### src/rtl/alu_issue_stage.sv
// alu_issue_stage: two-stage issue/retire pipeline around an external
// combinational 32-bit ALU.
//
// Ports
//   clk, reset                  clock, synchronous active-high reset
//   instr_valid / instr_ready   instruction handshake
//   instr_opcode, instr_rd, instr_rs1, instr_rs2, instr_use_imm, instr_imm
//                               instruction fields (register-addressed)
//   operandA, operandB, opcode  ALU inputs, driven from the EX register
//   result, zero_flag, carry_out
//                               ALU outputs, captured into the RET register
//   res_valid / res_ready       retire stream handshake
//   res_rd, res_data            retiring destination and value
//   flag_zero, flag_carry       sticky flags of the last retired instruction
module alu_issue_stage #(
    parameter int  NUM_REGS = 8,
    localparam int AW       = $clog2(NUM_REGS)
) (
    input  logic          clk,
    input  logic          reset,
    input  logic          instr_valid,
    output logic          instr_ready,
    input  logic [2:0]    instr_opcode,
    input  logic [AW-1:0] instr_rd,
    input  logic [AW-1:0] instr_rs1,
    input  logic [AW-1:0] instr_rs2,
    input  logic          instr_use_imm,
    input  logic [31:0]   instr_imm,
    output logic [31:0]   operandA,
    output logic [31:0]   operandB,
    output logic [2:0]    opcode,
    input  logic [31:0]   result,
    input  logic          zero_flag,
    input  logic          carry_out,
    output logic          res_valid,
    input  logic          res_ready,
    output logic [AW-1:0] res_rd,
    output logic [31:0]   res_data,
    output logic          flag_zero,
    output logic          flag_carry
);

    localparam int DATA_W = 32;

    logic [DATA_W-1:0] regs [NUM_REGS];

    logic              vld_p1;
    logic [DATA_W-1:0] op_a_p1;
    logic [DATA_W-1:0] op_b_p1;
    logic [2:0]        opc_p1;
    logic [AW-1:0]     rd_p1;

    logic              vld_p2;
    logic [AW-1:0]     rd_p2;
    logic [DATA_W-1:0] data_p2;
    logic              zero_p2;
    logic              carry_p2;

    logic              adv_p1;
    logic              adv_p2;
    logic              accept;
    logic              retire;
    logic [DATA_W-1:0] src_a;
    logic [DATA_W-1:0] src_b;

    // Youngest producer wins: EX result first, then the RET value (even when it
    // retires on this same edge, its regfile write is not yet visible).
    function automatic logic [DATA_W-1:0] read_src(input logic [AW-1:0] rs);
        if (rs == '0)
            return '0;
        else if (vld_p1 && rd_p1 == rs)
            return result;
        else if (vld_p2 && rd_p2 == rs)
            return data_p2;
        else
            return regs[rs];
    endfunction

    assign adv_p2      = !vld_p2 || res_ready;
    assign adv_p1      = !vld_p1 || adv_p2;
    assign instr_ready = adv_p1 && !reset;
    assign accept      = instr_valid && instr_ready;
    assign retire      = vld_p2 && res_ready;

    always_comb begin
        src_a = read_src(instr_rs1);
        src_b = instr_use_imm ? instr_imm : read_src(instr_rs2);
    end

    // ---- issue -> EX (p1) ----
    always_ff @(posedge clk) begin
        if (reset) begin
            vld_p1  <= 1'b0;
            op_a_p1 <= '0;
            op_b_p1 <= '0;
            opc_p1  <= '0;
            rd_p1   <= '0;
        end else if (adv_p1) begin
            vld_p1 <= accept;
            if (accept) begin
                op_a_p1 <= src_a;
                op_b_p1 <= src_b;
                opc_p1  <= instr_opcode;
                rd_p1   <= instr_rd;
            end
        end
    end

    // ---- EX -> RET (p2) ----
    always_ff @(posedge clk) begin
        if (reset) begin
            vld_p2   <= 1'b0;
            rd_p2    <= '0;
            data_p2  <= '0;
            zero_p2  <= 1'b0;
            carry_p2 <= 1'b0;
        end else if (adv_p2) begin
            vld_p2 <= vld_p1;
            if (vld_p1) begin
                rd_p2    <= rd_p1;
                data_p2  <= result;
                zero_p2  <= zero_flag;
                carry_p2 <= carry_out;
            end
        end
    end

    // ---- RET -> register file / flags ----
    always_ff @(posedge clk) begin
        if (reset) begin
            for (int i = 0; i < NUM_REGS; i++)
                regs[i] <= '0;
            flag_zero  <= 1'b0;
            flag_carry <= 1'b0;
        end else if (retire) begin
            if (rd_p2 != '0)
                regs[rd_p2] <= data_p2;
            flag_zero  <= zero_p2;
            flag_carry <= carry_p2;
        end
    end

    assign operandA  = op_a_p1;
    assign operandB  = op_b_p1;
    assign opcode    = opc_p1;
    assign res_valid = vld_p2;
    assign res_rd    = rd_p2;
    assign res_data  = data_p2;

endmodule

### config.mk
export PLATFORM = sky130hd
export DESIGN_NAME = alu_issue_stage
export DESIGN_NICKNAME = d
export VERILOG_FILES = /design/src/rtl/alu_issue_stage.sv
export SDC_FILE = /design/constraint.sdc
export NUM_CORES = 1
export LEC_CHECK = 0
export ABC_AREA = 1
export CAP_MARGIN = 20
export CORE_AREA = 2 2 193 195
export CTS_CLUSTER_DIAMETER = 150
export DETAILED_ROUTE_END_ITERATION = 12
export DIE_AREA = 0 0 195 197
export PLACE_DENSITY = 0.74
export SYNTH_ARGS = -nofsm -noshare
export SYNTH_HDL_FRONTEND = slang
export SYNTH_SLANG_ARGS = --single-unit
### constraint.sdc
create_clock -name clk -period 3.07 [get_ports clk]
set_input_delay 0.614 -clock clk [delete_from_list [all_inputs] [get_ports clk]]
set_output_delay 0.614 -clock clk [all_outputs]
set_load 0.01 [all_outputs]
==> results.json <==
{
  "yosys.area_share.adder": 0,
  "grt_pass1_wl_um": 98640,
  "drc": 0,
  "numPortBuffers": 188,
  "yosysMostFrequentCell": "nand2_1",
  "maxCapViolations": 0,
  "nets": 2869,
  "ys_seq_area_frac": 0.4767,
  "final-hold-violation-count": 0,
  "timing.critical_path.cells": "clkdlybuf4s50_1, inv_1, nand3_1, nand2_1, inv_2, clkdlybuf4s50_1",
  "cp_common_cell": "clkdlybuf4s50_1",
  "num_io_pins": 189,
  "hold_path.class": "flip-flop to flip-flop",
  "fin_setup_tns_ns": 0,
  "die_w_um": 195,
  "vias": 18560,
  "synth_area_leaders": "edfxtp_1, nand2_1, dfxtp_1",
  "synth_nets": 2756,
  "cts-root-buf": "clkbuf_16",
  "finalSetupViolations": 0,
  "synthMuxAreaShare": 0,
  "cp_max_fo": 2,
  "ys_types": 25,
  "fin_crit_sh": 0.8298,
  "drt-total-wl_um": 64310,
  "ys_ff_latch": 335,
  "rr_worst_depth": 7,
  "cp-start-kind": "input port",
  "clock_latency_ns": 0.54,
  "clockBufferDepth": 3,
  "grt_max_degree": 100,
  "fin_crit_ns": 2.547,
  "hold_buffers": 0,
  "synth_compound_area_frac": 0.05406,
  "track_usage": 0.3291,
  "fp.dieH_um": 197,
  "worstSetupPathType": "input port to primary output",
  "coreArea_um2": 36260,
  "cts_tree": "yes",
  "rsz0062_at_grt": "no",
  "synth_xor_area_frac": 0.0009332,
  "place.detailed.hpwl_um": 41690,
  "grt_pass1_vias": 16850,
  "synth-simple-area-share": 0.3685,
  "critPathBufInv": 4,
  "ys.warnings.count": 0,
  "synth_top_family_by_area": "simple AND/OR/NAND/NOR gates",
  "drtIter0Drc": 3055,
  "synth-edff-count": 224,
  "status": "complete, no violations",
  "drt_pass1_iterations": 7,
  "critPathMaxStageDelay_ns": 0.54,
  "required_ns": 2.46,
  "wl_per_cell_um": 19.59,
  "slew_headroom": 0.4349,
  "antenna_found_initial": 0,
  "worstMarginPinSlew_ns": 0.8467,
  "critical_path_depth": 6,
  "drive_gt1_frac": 0.05188,
  "std_cell_rows": 70,
  "arrival_ns": 1.93,
  "ys_async_sr_fraction": 0,
  "syn_avg_cell_area_um2": 7.022,
  "cts_setup_buffers": 0,
  "synthCells": 2673,
  "clock.fmax_mhz": 392.5,
  "clk_pin_slew_ns": 0.06,
  "synth_top_area_frac": 0.3584,
  "crit_path_end_kind": "primary output",
  "r2r_slack_ns": 0.81,
  "ant_nets": 0,
  "ys.flop_type": "edfxtp_1",
  "vdd_drop_max_uv": 309.8,
  "power.leakage_uw": 0.009886,
  "dieArea_um2": 38420,
  "synthTopCellsByCount": "nand2_1, nand3_1, inv_1",
  "cts_resized": 0,
  "area_growth_pct": 18.88,
  "power_density_nw_per_um2": 512.2,
  "drt-vias-per-instance": 5.653,
  "slew_viol_final": 0,
  "gp_congestion": 0.9592,
  "cp_top_family": "buffers and inverters",
  "synth_area_um2": 18770,
  "initial_utilization": 0.5177,
  "clock_sinks": 335,
  "cts_buffers": 38,
  "crit_slowest_cell": "clkdlybuf4s50_1",
  "synth_area_leader_cell": "edfxtp_1",
  "clock_skew_ns": 0.01387,
  "min_path_cells": 2,
  "hold_ws_ns": 0.4627,
  "h-tree-depth": 2,
  "overflow": 0
}
[registers in the layout, indices dropped and copies added (netlist names)]
register and count:
regs 224, operandA 32, operandB 32, res_data 32
opcode 3, rd_p1 3, res_rd 3, carry_p2 1
flag_carry 1, flag_zero 1, res_valid 1, vld_p1 1
zero_p2 1
[cells in the final DEF (no fill, tap or decap)]
master	n
buf_12	16
clkbuf_8	7
nor3_1	1
o21ai_0	41
clkinv_1	6
inv_4	2
clkbuf_4	1
clkbuf_16	41
nor2_1	245
nor2_4	3
nor2_2	8
a21oi_1	153
nand2_4	1
inv_2	7
nand3_1	358
or2_2	3
inv_1	269
buf_4	47
a21oi_2	1
bufinv_16	1
o211ai_1	2
dfxtp_1	111
nand2_1	1027
edfxtp_1	224
o21ai_1	4
nand2_2	1
clkbuf_1	10
clkdlybuf4s50_1	184
nand3b_1	31
xor2_1	2
diode_2	1
inv_6	1
buf_2	4
clkinv_2	2
[final cells by class]
cell class | instances | area, um2
Clock buffer | 59 | 1167
Tap cell | 468 | 585.6
Clock inverter | 9 | 67.56
Timing Repair Buffer | 251 | 2535
Inverter | 279 | 1052
Sequential cell | 335 | 8949
Multi-Input combinational cell | 1881 | 7956
Fill cell | 3228 | 13940
Antenna cell | 1 | 2.502
[through the flow]
step | util | instances | power (uW) | setup slack (ns) | area [um2]
3_3_place_gp | 0.5813 | 3214 | 6885 | 0.2505 | 21080
5_1_grt | 0.6154 | 3282 | 11760 | 0.4742 | 22310
2_1_floorplan | - | 2673 | 6144 | 0.5179 | 18770
4_1_cts | 0.6154 | 3282 | 11380 | 0.5158 | 22310
6_report | 0.6154 | 3283 | 11430 | 0.5225 | 22320
3_5_place_dp | 0.5813 | 3214 | 6915 | 0.2363 | 21080
[cells by family after synthesis]
group / Yosys count
compound gates: 201
xor+xnor: 2
buf+inv: 457
flops: 335
simple gates: 1678
[worst register-to-register path, stage by stage (launching register included)]
cell and delay (ns):
dfxtp_1 0.55, nand2_1 0.14, inv_1 0.17, nand3_1 0.19, nor2_1 0.37, nand2_1 0.15, nand2_1 0.20, buf_12 0.20
[metal layers]
metal / GRT usage / vias up / routed length [um]
met5: 0 / - / 0
met4: 0.07690 / 0 / 1255
met3: 0.08368 / 115 / 9346
met2: 0.4858 / 1252 / 27390
met1: 0.4849 / 8523 / 26320
li1: - / 8670 / -
[power by group]
group          total, uW  switching [uW]  internal, uW  leakage, uW
registers           5140             138          5000      0.00323
logic               1740            1120           619      0.00605
clock network       4550            1860          2690     0.000606
[worst paths after layout]
kind | to | startpoint
worst max-delay path | instr_ready | res_ready
worst min-delay path | operandA[29] | operandA[29]
worst max register to register | regs[1][22] | res_valid
worst min register to register | operandA[29] | operandA[29]
Power figures use the tool's default switching activity.
